**config.mk**
```make
export PLATFORM = sky130hd
export DESIGN_NAME = seg_scan_scheduler
export DESIGN_NICKNAME = d
export VERILOG_FILES = /design/src/rtl/seg_scan_scheduler.sv
export SDC_FILE = /design/constraint.sdc
export NUM_CORES = 1
export LEC_CHECK = 0
export ABC_AREA = 1
export CAP_MARGIN = 15
export CORE_MARGIN = 3
export CORE_UTILIZATION = 40
export DETAILED_ROUTE_END_ITERATION = 10
export HOLD_SLACK_MARGIN = 0.08
export PLACE_DENSITY_LB_ADDON = 0.3
export SLEW_MARGIN = 10
export SYNTH_ARGS = -nofsm -noshare
export SYNTH_HDL_FRONTEND = slang
export SYNTH_SLANG_ARGS = --single-unit
```
**constraint.sdc**
```tcl
create_clock -name CLK -period 9.6 [get_ports CLK]
set_clock_uncertainty 0.2 [all_clocks]
set_input_delay 2.88 -clock CLK [delete_from_list [all_inputs] [get_ports CLK]]
set_output_delay 2.88 -clock CLK [all_outputs]
set_load 0.02 [all_outputs]
```
**src/rtl/seg_scan_scheduler.sv**
```systemverilog
// ============================================================================
// Module   : seg_scan_scheduler
// Purpose  : Multiplexed 8-digit seven-segment scan scheduler with per-digit
//            enable, 16-step PWM brightness and anti-ghosting guard step.
// Revision : 1.0 - initial release
// ============================================================================
`default_nettype none

module seg_scan_scheduler #(
  parameter int unsigned STEP_CYCLES = 1000
) (
  input  logic       CLK,
  input  logic       Reset,
  input  logic       WR_EN,
  input  logic [2:0] WR_ADDR,
  input  logic [7:0] WR_DATA,
  input  logic [7:0] DIG_MASK,
  input  logic [3:0] BRIGHT,
  output logic [7:0] SEG_COM,
  output logic [7:0] SEG_DATA,
  output logic [2:0] CUR_DIGIT,
  output logic       FRAME_DONE
);

  localparam logic [1:0]  S_IDLE  = 2'd0;
  localparam logic [1:0]  S_GUARD = 2'd1;
  localparam logic [1:0]  S_LIT   = 2'd2;
  localparam logic [1:0]  S_DARK  = 2'd3;

  localparam logic [15:0] C_LAST_CYCLE = 16'(STEP_CYCLES - 1);
  localparam logic [3:0]  C_LAST_STEP  = 4'd15;

  // Scan state
  logic [1:0]  state_q, state_d;
  logic [3:0]  step_q,  step_d;
  logic [15:0] cnt_q,   cnt_d;
  logic [2:0]  cur_q,   cur_d;
  logic        fd_q,    fd_d;

  // Registered outputs
  logic [7:0]  com_q,   com_d;
  logic [7:0]  data_q,  data_d;

  // Pattern register file
  logic [7:0]  pat_q [8];

  // Helpers
  logic [2:0]  low_dig;
  logic [2:0]  next_dig;
  logic        next_found;
  logic [2:0]  probe;
  logic [3:0]  step_inc;
  logic [7:0]  pat_sel;
  logic        lit_now;

  // Lowest enabled digit, used when leaving IDLE
  always_comb begin
    low_dig = 3'd0;
    for (int i = 7; i >= 0; i--) begin
      if (DIG_MASK[i]) begin
        low_dig = 3'(i);
      end
    end
  end

  // Next enabled digit above the current one, wrapping; offset 8 lands back
  // on the current digit so a lone enabled digit reselects itself
  always_comb begin
    next_dig   = cur_q;
    next_found = 1'b0;
    probe      = cur_q;
    for (int i = 1; i <= 8; i++) begin
      probe = cur_q + 3'(i);
      if (!next_found && DIG_MASK[probe]) begin
        next_dig   = probe;
        next_found = 1'b1;
      end
    end
  end

  // Slot/step sequencing: cycle counter within a step, step within a slot,
  // digit selection at slot end; BRIGHT is sampled only at step boundaries
  always_comb begin
    state_d  = state_q;
    step_d   = step_q;
    cnt_d    = cnt_q;
    cur_d    = cur_q;
    fd_d     = 1'b0;
    step_inc = step_q + 4'd1;
    if (DIG_MASK == 8'h00) begin
      state_d = S_IDLE;
      step_d  = 4'd0;
      cnt_d   = 16'd0;
    end else if (state_q == S_IDLE) begin
      state_d = S_GUARD;
      step_d  = 4'd0;
      cnt_d   = 16'd0;
      cur_d   = low_dig;
    end else if (cnt_q == C_LAST_CYCLE) begin
      cnt_d = 16'd0;
      if (step_q == C_LAST_STEP) begin
        state_d = S_GUARD;
        step_d  = 4'd0;
        cur_d   = next_dig;
        fd_d    = (next_dig <= cur_q);
      end else begin
        step_d  = step_inc;
        state_d = (step_inc <= BRIGHT) ? S_LIT : S_DARK;
      end
    end else begin
      cnt_d = cnt_q + 16'd1;
    end
  end

  // Output drive for the upcoming cycle; a same-edge write to the shown
  // digit is forwarded so it appears without waiting for the file update
  always_comb begin
    pat_sel = (WR_EN && (WR_ADDR == cur_d)) ? WR_DATA : pat_q[cur_d];
    lit_now = (state_d == S_LIT) && DIG_MASK[cur_d];
    com_d   = lit_now ? ~(8'h01 << cur_d) : 8'hFF;
    data_d  = lit_now ? pat_sel : 8'h00;
  end

  // Pattern register file; reset wins over a concurrent write
  always_ff @(posedge CLK) begin
    if (Reset) begin
      for (int i = 0; i < 8; i++) begin
        pat_q[i] <= 8'h00;
      end
    end else if (WR_EN) begin
      pat_q[WR_ADDR] <= WR_DATA;
    end
  end

  // Scan state and output registers
  always_ff @(posedge CLK) begin
    if (Reset) begin
      state_q <= S_IDLE;
      step_q  <= 4'd0;
      cnt_q   <= 16'd0;
      cur_q   <= 3'd0;
      fd_q    <= 1'b0;
      com_q   <= 8'hFF;
      data_q  <= 8'h00;
    end else begin
      state_q <= state_d;
      step_q  <= step_d;
      cnt_q   <= cnt_d;
      cur_q   <= cur_d;
      fd_q    <= fd_d;
      com_q   <= com_d;
      data_q  <= data_d;
    end
  end

  assign SEG_COM    = com_q;
  assign SEG_DATA   = data_q;
  assign CUR_DIGIT  = cur_q;
  assign FRAME_DONE = fd_q;

endmodule

`default_nettype wire
```
Yosys cells after proc, flatten, opt, wreduce, memory -nomap -nowiden
Memories as Yosys holds them, arrays and structs flattened. A register that Yosys moved wholly into a read port is not among the register bits.
Index checks and enable logic that the tools add are counted.
- output and inout port bits: 20
- word-level logic and storage cells: 116
- memories: 1
- bits in writable memories: 64
- register bits after elaboration: 34
- memory list (name ; words ; bits a word ; rd ports ; clocked after memory_dff ; write ports ; line ; source):
    pat_q ; 8 ; 8 ; 1 ; 1 ; 8 ; 45 ; logic [7:0] pat_q [8];
- muxes and demuxes: 59
- equality and inequality tests: 3
- add/subtract/negate cells: 9
- $lt $le $gt $ge: 11
- shifts and indexed selects: 1
- reduce and logical (&&, ||, !) cells: 22
- bitwise operators: 4
- operators with widths (kind ; count):
    2-to-1 mux 3 bit ; 21
    less-than comparator 3 x 4 -> 1 bit, second input constant ; 9
    binary-select mux 1 bit (select 3 bit) ; 9
    2-to-1 mux 1 bit ; 23
    adder 16 x 1 -> 16 bit, second input constant ; 1
    == test 16 x 10 -> 1 bit, second input constant ; 1
    adder 3 bit, second input constant ; 4
    logical AND 1 bit ; 8
    logical NOT 8 bit ; 1
    2-to-1 mux 2 bit ; 4
    2-to-1 mux 8 bit ; 1
    NOT 8 bit ; 1
    OR reduction 8 bit ; 1
    left shift 1 x 3 -> 8 bit, first input constant ; 1
    logical NOT 1 bit ; 7
    adder 3 x 2 -> 3 bit, second input constant ; 2
    OR reduction 5 bit ; 1
    adder 4 x 1 -> 4 bit, second input constant ; 1
    == test 4 bit, second input constant ; 1
    less-or-equal comparator 4 bit ; 1
    2-to-1 mux 4 bit ; 1
    OR reduction 4 bit ; 1
    adder 3 x 1 -> 3 bit, second input constant ; 1
    less-or-equal comparator 3 bit ; 1
    5 further kinds ; 7

Depth between registers and ports, before layout
Gate-level depths: netlist (run 1).
- depth after elaboration: 34
- depth in mapped cells: 28

Worst setup path before layout (run 1)
No wires, ideal clock.
- path type: input-to-reg
- from: input DIG_MASK[3]
- to: register data_q[0] (netlist: SEG_DATA[0]), read port of pat_q
- setup slack: 4549 ps
- stages on the path: 23
- arrival: 4738 ps
- path buffers: 2
- required time: 9287 ps
- setup time: 113 ps
- path through: nand2_1 > nand3_1 > nand2_1 > nand2_1 > nand2_2 > nand3_2 > nor2_4 > nand3b_1 > or2_0 > nand3_1 > nand2_1 > nand2_1 > nand2_1 > nand2_2 > inv_2 > buf_6 > buf_2 > nand2_1 > nand2_1 > nand2_1 > nand2_1 > nor2_1 > nor2_1
- word-level cells in the longest chain between the ends: 33
- elaborated cells between the ends (all ways): 61
- RTL lines (element ; line ; source):
    start, declared ; 17 ; input logic [7:0] DIG_MASK,
    binary-select mux 1 bit (select 3 bit) ; 74 ; if (!next_found && DIG_MASK[probe]) begin
    2-to-1 mux 1 bit (implied by the code) ; 74 ;
    2-to-1 mux 1 bit ; 74 ;
    logical NOT 1 bit ; 74 ;
    logical AND 1 bit ; 74 ;
    2-to-1 mux 1 bit ; 74 ;
    logical NOT 1 bit ; 74 ;
    logical AND 1 bit ; 74 ;
    [17 not listed] ; - ;
    2-to-1 mux 3 bit ; 99 ; end else if (cnt_q == C_LAST_CYCLE) begin
    2-to-1 mux 3 bit ; 94 ; end else if (state_q == S_IDLE) begin
    2-to-1 mux 3 bit ; 90 ; if (DIG_MASK == 8'h00) begin
    binary-select mux 1 bit (select 3 bit) ; 119 ; lit_now = (state_d == S_LIT) && DIG_MASK[cur_d];
    2-to-1 mux 1 bit (implied by the code) ; 119 ;
    logical AND 1 bit ; 119 ;
    NOT 1 bit (no source line) ; - ;
    OR reduction 2 bit (no source line) ; - ;
    end, declared ; 42 ; logic [7:0] data_q, data_d;
Several ways; a longest one is shown, not always the timed one. The select of a mux whose other input is x is not followed.
A chain may end at the register's enable or synchronous reset.

Final worst setup path (run 1)
- from: input DIG_MASK[4]
- to: register com_q[0] (netlist: SEG_COM[0])
- word-level cells in the longest chain between the ends: 33
- elaborated cells between the ends (all ways): 64
- RTL lines (element ; line ; source):
    binary-select mux 1 bit (select 3 bit) ; 74 ;
    2-to-1 mux 1 bit (implied by the code) ; 74 ;
    2-to-1 mux 1 bit ; 74 ;
    logical NOT 1 bit ; 74 ;
    logical AND 1 bit ; 74 ;
    2-to-1 mux 1 bit ; 74 ;
    logical NOT 1 bit ; 74 ;
    logical AND 1 bit ; 74 ;
    [17 not listed] ; - ;
    2-to-1 mux 3 bit ; 99 ;
    2-to-1 mux 3 bit ; 94 ;
    2-to-1 mux 3 bit ; 90 ;
    binary-select mux 1 bit (select 3 bit) ; 119 ;
    2-to-1 mux 1 bit (implied by the code) ; 119 ;
    logical AND 1 bit ; 119 ;
    NOT 1 bit (no source line) ; - ;
    OR reduction 2 bit (no source line) ; - ;
    end signal, assigned ; 151 ; com_q <= com_d;
    end, declared ; 41 ; logic [7:0] com_q, com_d;
Several ways; a longest one is shown, not always the timed one. The select of a mux whose other input is x is not followed.

==> impl_metrics.toml, run 1 <==
[cts]
clk_pin_slew_ns = 0.07
clockBufferDepth = 2
postCtsSetupBuffers = 0
ctsRootBufferMaster = "clkbuf_16"
cts_buffers = 9
ctsResizeCount = 0
htree_levels = 3
cts_sinks = 106
hold_buffers = 0
clk_latency_ns = 0.36
cts_tree = "built"

[global_routing]
antenna_found_initial = 0
grt_pass1_wl_um = 23900
gr-usage-all-layers_pct = 18.5
grt_pass1_vias = 4816
overflow = 0
grt_start_max_net_pins = 44

[yosys]
ys_ff_latch = 106
ys.flop_type = "edfxtp_1"
synthXorXnorAreaFrac_pct = 1.44
yosysMostFrequentCell = "nand2_1"
synthAdderAreaFrac_pct = 2.12
ys_async_sr_fraction_pct = 0
synth_area_leader_cell = "edfxtp_1"
synth_commonest_cells = "294 x nand2_1, 124 x nor2_1, 64 x edfxtp_1"
synth_compound_area_share_pct = 3.69
synth_top_family_by_area = "simple AND/OR/NAND/NOR gates"
syn-cell-area_um2 = 5910
yosys.area.top_type_share_pct = 32.5
synthMuxAreaShare_pct = 0
synth.distinct_cells = 45
avgSynthCellArea_um2 = 7.51
ys_top_cells_by_area = "edfxtp_1 33%, nand2_1 19%, dfxtp_1 14%, nor2_1 7.9%, nand3_1 5.2%"
yosys_warnings = 0
syn_inst = 787
yosysSeqAreaShare_pct = 46.8
synth_edf_count = 64
syn_nets = 823
yosys.area_share.simple_pct = 38.7

[power]
total_leakage_power_nw = 2.94
pwr-share-clk_pct = 35.4
p_comb_share_pct = 18.1
power_switching_mw = 0.327
p_int_mw = 0.772
p_per_area_nw_per_um2 = 163
ir_drop_mv = 0.0996
swShare_pct = 29.8
p_seq_share_pct = 46.5

[die]
rows = 43
start_util_pct = 41.7
io_pins = 46
die-area_um2 = 16300
die_y_um = 128
die_x_um = 128
core-area_um2 = 14100

[routing]
first_pass_iters = 5
avgViaCountPerCell = 5.07
drtIter0Drc = 491
wl_per_cell_um = 14.4
vias = 5105
remaining_drc_errors = 0
ant_nets = 0
wl_um = 14500

[final_layout]
diodes = 0
syn2layout_area_growth_pct = 14.0
stdcell_area_um2 = 6730
fin_util_pct = 47.6
nFillCells = 1427
drive_gt1_share_pct = 6.53
design.final.nets = 858

[timing]
finalHoldViolCount = 0
setup_viol = 0
period_share_pct = 65.3
relSlewSlack_pct = 60.4
slew_viol_final = 0
fmax_mhz = 159
rsz0062_at_grt = "false"
finalSetupTns_ns = 0
layout_min_cycle_time_ns = 6.27
worst_slew_pin_slew_ns = 0.593

[min_path]
hold_path_class = "flop to flop"

[placed_design]
place_congestion = 0.888
dpl.hpwl_um = 10200
io_buffers = 45
place_area_um2 = 6420

[critical_path]
worstPathRequired_ns = 9.65
cp.arrival_ns = 6.32
path_max_fanout = 23
worst-setup-path-type = "primary input to flop"
endpoint_kind = "flop"
cp-start-kind = "primary input"

[flow_run]
cap_violations = 0

[outcome]
status = "complete, no violations"
[layer usage]
| metal | track usage, % | up-vias | wire (um) | share of wire [%] |
|---|---|---|---|---|
| met4 | 6.31 | 0 | 283 | 2.0 |
| li1 | - | 2591 | - | - |
| met5 | 0 | - | 0 | 0 |
| met1 | 25.3 | 2354 | 6720 | 46 |
| met3 | 3.97 | 26 | 792 | 5.5 |
| met2 | 29.3 | 134 | 6670 | 46 |
[flip-flops by register name (all words and copies together), names as in the netlist]
| signal | count |
|---|---|
| FRAME_DONE | 1 |
| SEG_COM | 8 |
| state_q | 2 |
| CUR_DIGIT | 3 |
| cnt_q | 16 |
| pat_q | 64 |
| SEG_DATA | 8 |
| step_q | 4 |
[per-stage QoR]
stage | hold WS [ns] | total power, mW | cells | setup WS [ns]
3_5_place_dp | 0.242 | 0.718 | 991 | 2.96
5_1_grt | 0.291 | 1.15 | 1007 | 2.90
4_1_cts | 0.260 | 1.11 | 1007 | 3.33
6_report | 0.252 | 1.10 | 1007 | 3.33
2_1_floorplan | 0.218 | 0.668 | 787 | 4.55
3_3_place_gp | 0.233 | 0.718 | 991 | 3.02
[layout by cell type, fill, tap and decap left out, types with 2 or more instances in the layout]
cell type	count
xnor2_2	2
clkdlybuf4s50_1	45
nand2_2	9
nor2_1	124
nand2_1	294
clkbuf_16	9
ha_1	10
dfxtp_1	42
nor3b_1	2
nor2_4	2
edfxtp_1	64
nand3_1	61
a31oi_1	2
nor4_1	4
o21ai_1	3
o21ai_0	15
inv_1	55
nand3_2	10
a21oi_1	11
nand4_1	10
xor2_1	6
inv_2	8
inv_8	2
nor3_1	4
clkinv_1	10
clkinv_4	2
[critical path, cell delays in order]
cell and delay [ns]:
clkdlybuf4s50_1 0.51, nand2_1 0.14, nand3_1 0.08, nand2_2 0.13
nand2_1 0.07, nand2_2 0.09, nand3_2 0.10, nor2_4 0.14
nand3b_1 0.13, or2_0 0.21, nand3_1 0.09, nand2_1 0.08
nand2_1 0.06, nand2_1 0.09, nand2_2 0.35, inv_2 0.26
nand2_1 0.12, nand2_1 0.09, a21oi_4 0.40, nand2_1 0.09
inv_1 0.13, nand2_1 0.06
[area by class of cell]
| cell class | instances | area (um2) | share of cell area [%] |
|---|---|---|---|
| Tap cell | 180 | 225 | 3.34 |
| Multi-Input combinational cell | 587 | 2710 | 40.3 |
| Inverter | 73 | 274 | 4.07 |
| Clock inverter | 7 | 83.8 | 1.24 |
| Clock buffer | 9 | 225 | 3.34 |
| Timing Repair Buffer | 45 | 450 | 6.69 |
| Sequential cell | 106 | 2760 | 41.0 |
[cell families (layout without fill, tap and decap cells)]
logic type	count (synthesis)	count (layout)
XOR/XNOR	8	8
flip-flops	106	106
AO/OA/AOI/OAI	38	38
adder cells (fa/ha/maj)	10	10
AND/OR/NAND/NOR	531	531
buffers and inverters	94	134
[path summary, 6_finish.rpt]
check,from,endpoint,slack (ns),cells past startpoint
worst max-delay path,DIG_MASK[4],SEG_COM[0]$_SDFF_PP1_,3.33,22
worst min-delay path,cnt_q[0]$_SDFF_PP0_,cnt_q[0]$_SDFF_PP0_,0.25,1
worst max register to register,CUR_DIGIT[1]$_SDFF_PP0_,SEG_COM[0]$_SDFF_PP1_,4.88,23
worst min register to register,cnt_q[0]$_SDFF_PP0_,cnt_q[0]$_SDFF_PP0_,0.25,1
[power by group through the flow]
stage	sequential [mW]	clock, mW	combinational (mW)
2_1_floorplan	0.515	0	0.152
3_5_place_dp	0.521	0	0.197
5_1_grt	0.513	0.416	0.226
4_1_cts	0.511	0.396	0.198
3_3_place_gp	0.521	0	0.197
6_report	0.511	0.389	0.199
Power figures use the tool's default switching activity.
==> run 2: changes to the inputs <==
- clock period: 9.6 -> 5.5 ns (I/O delays scaled with it)
==> run 2 against run 1 <==
  * Register-to-register slack got worse by 3.7 ns
  * Non-clock buffer count up 4
  * Global-route usage barely moved
  * Design area is 0.50% higher
  * Sequential power grew 73%
  * Flip-flop and latch count is the same
  * Critical endpoint is now SEG_DATA[0]$_SDFF_PP0_
==> impl_metrics.toml, run 2 (synthesis gave the netlist of run 1 again) <==
[die]
io_pins = 46
rows = 43
core-area_um2 = 14100
die-area_um2 = 16300
start_util_pct = 41.7
die_y_um = 128
die_x_um = 128

[routing]
wl_met3_um = 787
drtIter0Drc = 457
wl_met2_um = 6940
wl_met1_um = 6210
avgViaCountPerCell = 5.11
vias = 5167
first_pass_iters = 6
ant_nets = 0
wl_per_cell_um = 14.3
remaining_drc_errors = 0
top_layer_used = "met4"
wl_um = 14500

[timing]
fmax_mhz = 210
rsz0062_at_grt = "false"
slew_viol_final = 0
setup_ws_ns = 0.748
worst_slew_pin_slew_ns = 0.548
period_share_pct = 86.4
layout_min_cycle_time_ns = 4.75
whs_ns = 0.256
setup_viol = 0
finalHoldViolCount = 0
relSlewSlack_pct = 63.2
finalSetupTns_ns = 0

[placed_design]
place_congestion = 0.948
placed_cells_incl_taps = 995
io_buffers = 45
dpl.hpwl_um = 10200
post-place-ws_ns = 0.421

[critical_path]
critPathMaxStageDelay_ns = 0.51
crit_path_frequent_cell = "nand2_1"
worst-setup-path-type = "primary input to flop"
worstPathRequired_ns = 5.59
path_max_fanout = 26
cp-start-kind = "primary input"
crit_slowest_cell = "clkdlybuf4s50_1"
cp.arrival_ns = 4.84
path_cells = "clkdlybuf4s50_1, nand2_1, nand3_1, nand2_2, nand2_1, nand2_2, nand3_2, nor2_4, nand4_2, nand2_1, nand2_1, nand2_1, nand3_1, nand2_2, nand2_4, inv_2, nand2_1, nand2_1, nand2_1, nand2_1, nand2_1, nand2_1, nor2_1, nor2_1"
endpoint_kind = "flop"

[final_layout]
drive_gt1_share_pct = 6.86
design.final.nets = 862
final_cell_mix = "294 x nand2_1, 124 x nor2_1, 64 x edfxtp_1"
final_cells = 1011
largest_reg_flops = 64
diodes = 0
reg_top3 = "pat_q: 64 flops, cnt_q: 16 flops"
largest_register = "pat_q"
final_common_cell = "nand2_1"
syn2layout_area_growth_pct = 14.6

[global_routing]
gr-usage-all-layers_pct = 18.5
grt_pass1_wl_um = 24200
overflow = 0
grt_pass1_vias = 5021
grt_start_max_net_pins = 37
antenna_found_initial = 0

[cts]
htree_levels = 3
ctsResizeCount = 0
clk_latency_ns = 0.35
cts_tree = "built"
postCtsSetupBuffers = 0
cts_sinks = 106
clockBufferDepth = 2
cts_buffers = 9
hold_buffers = 0
clk_pin_slew_ns = 0.08
ctsRootBufferMaster = "clkbuf_16"

[power]
p_per_area_nw_per_um2 = 283
total_leakage_power_nw = 2.96
power_mw = 1.92
ir_drop_mv = 0.221

[outcome]
status = "complete, no violations"

[min_path]
hold_path_class = "flop to flop"

[flow_run]
cap_violations = 0
==> run 2: worst paths after layout <==
| check | from | to | slack [ns] | depth (start not counted) |
|---|---|---|---|---|
| hold reg to reg | cnt_q[0]$_SDFF_PP0_ | cnt_q[0]$_SDFF_PP0_ | 0.26 | 1 |
| setup reg to reg | CUR_DIGIT[1]$_SDFF_PP0_ | SEG_DATA[0]$_SDFF_PP0_ | 1.16 | 25 |
| setup / recovery | DIG_MASK[4] | SEG_DATA[0]$_SDFF_PP0_ | 0.75 | 24 |
| hold / removal | cnt_q[0]$_SDFF_PP0_ | cnt_q[0]$_SDFF_PP0_ | 0.26 | 1 |
==> run 2: worst max-delay path: cells and delay by family <==
family	cells	cell delay [ns]
buf+inv	2	0.93
simple gates	22	2.23
==> run 2: cell type report <==
type	instances	area, um2
Clock buffer	9	225
Clock inverter	7	87.6
Fill cell	1383	7380
Inverter	73	274
Multi-Input combinational cell	587	2710
Sequential cell	106	2760
Tap cell	180	225
Timing Repair Buffer	49	480
==> run 2: power breakdown <==
group | switching (mW) | leakage, nW | internal [mW]
Clock | 0.307 | 0.152 | 0.362
Sequential | 0.0115 | 0.953 | 0.873
Combinational | 0.248 | 1.85 | 0.116
Total | 0.567 | 2.96 | 1.35
==> run 2: layer usage <==
metal / up-vias / GRT usage (%)
met2: 166 / 31.4
met1: 2354 / 22.9
met3: 43 / 3.80
met5: - / 0
li1: 2604 / -
met4: 0 / 8.08
==> run 2: per-stage QoR <==
step	util (%)	instance area, um2
detailed placement	45.6	6450
global route	47.8	6770
floorplan	-	5910
finish	47.8	6770
global placement	45.6	6450
CTS	47.8	6770
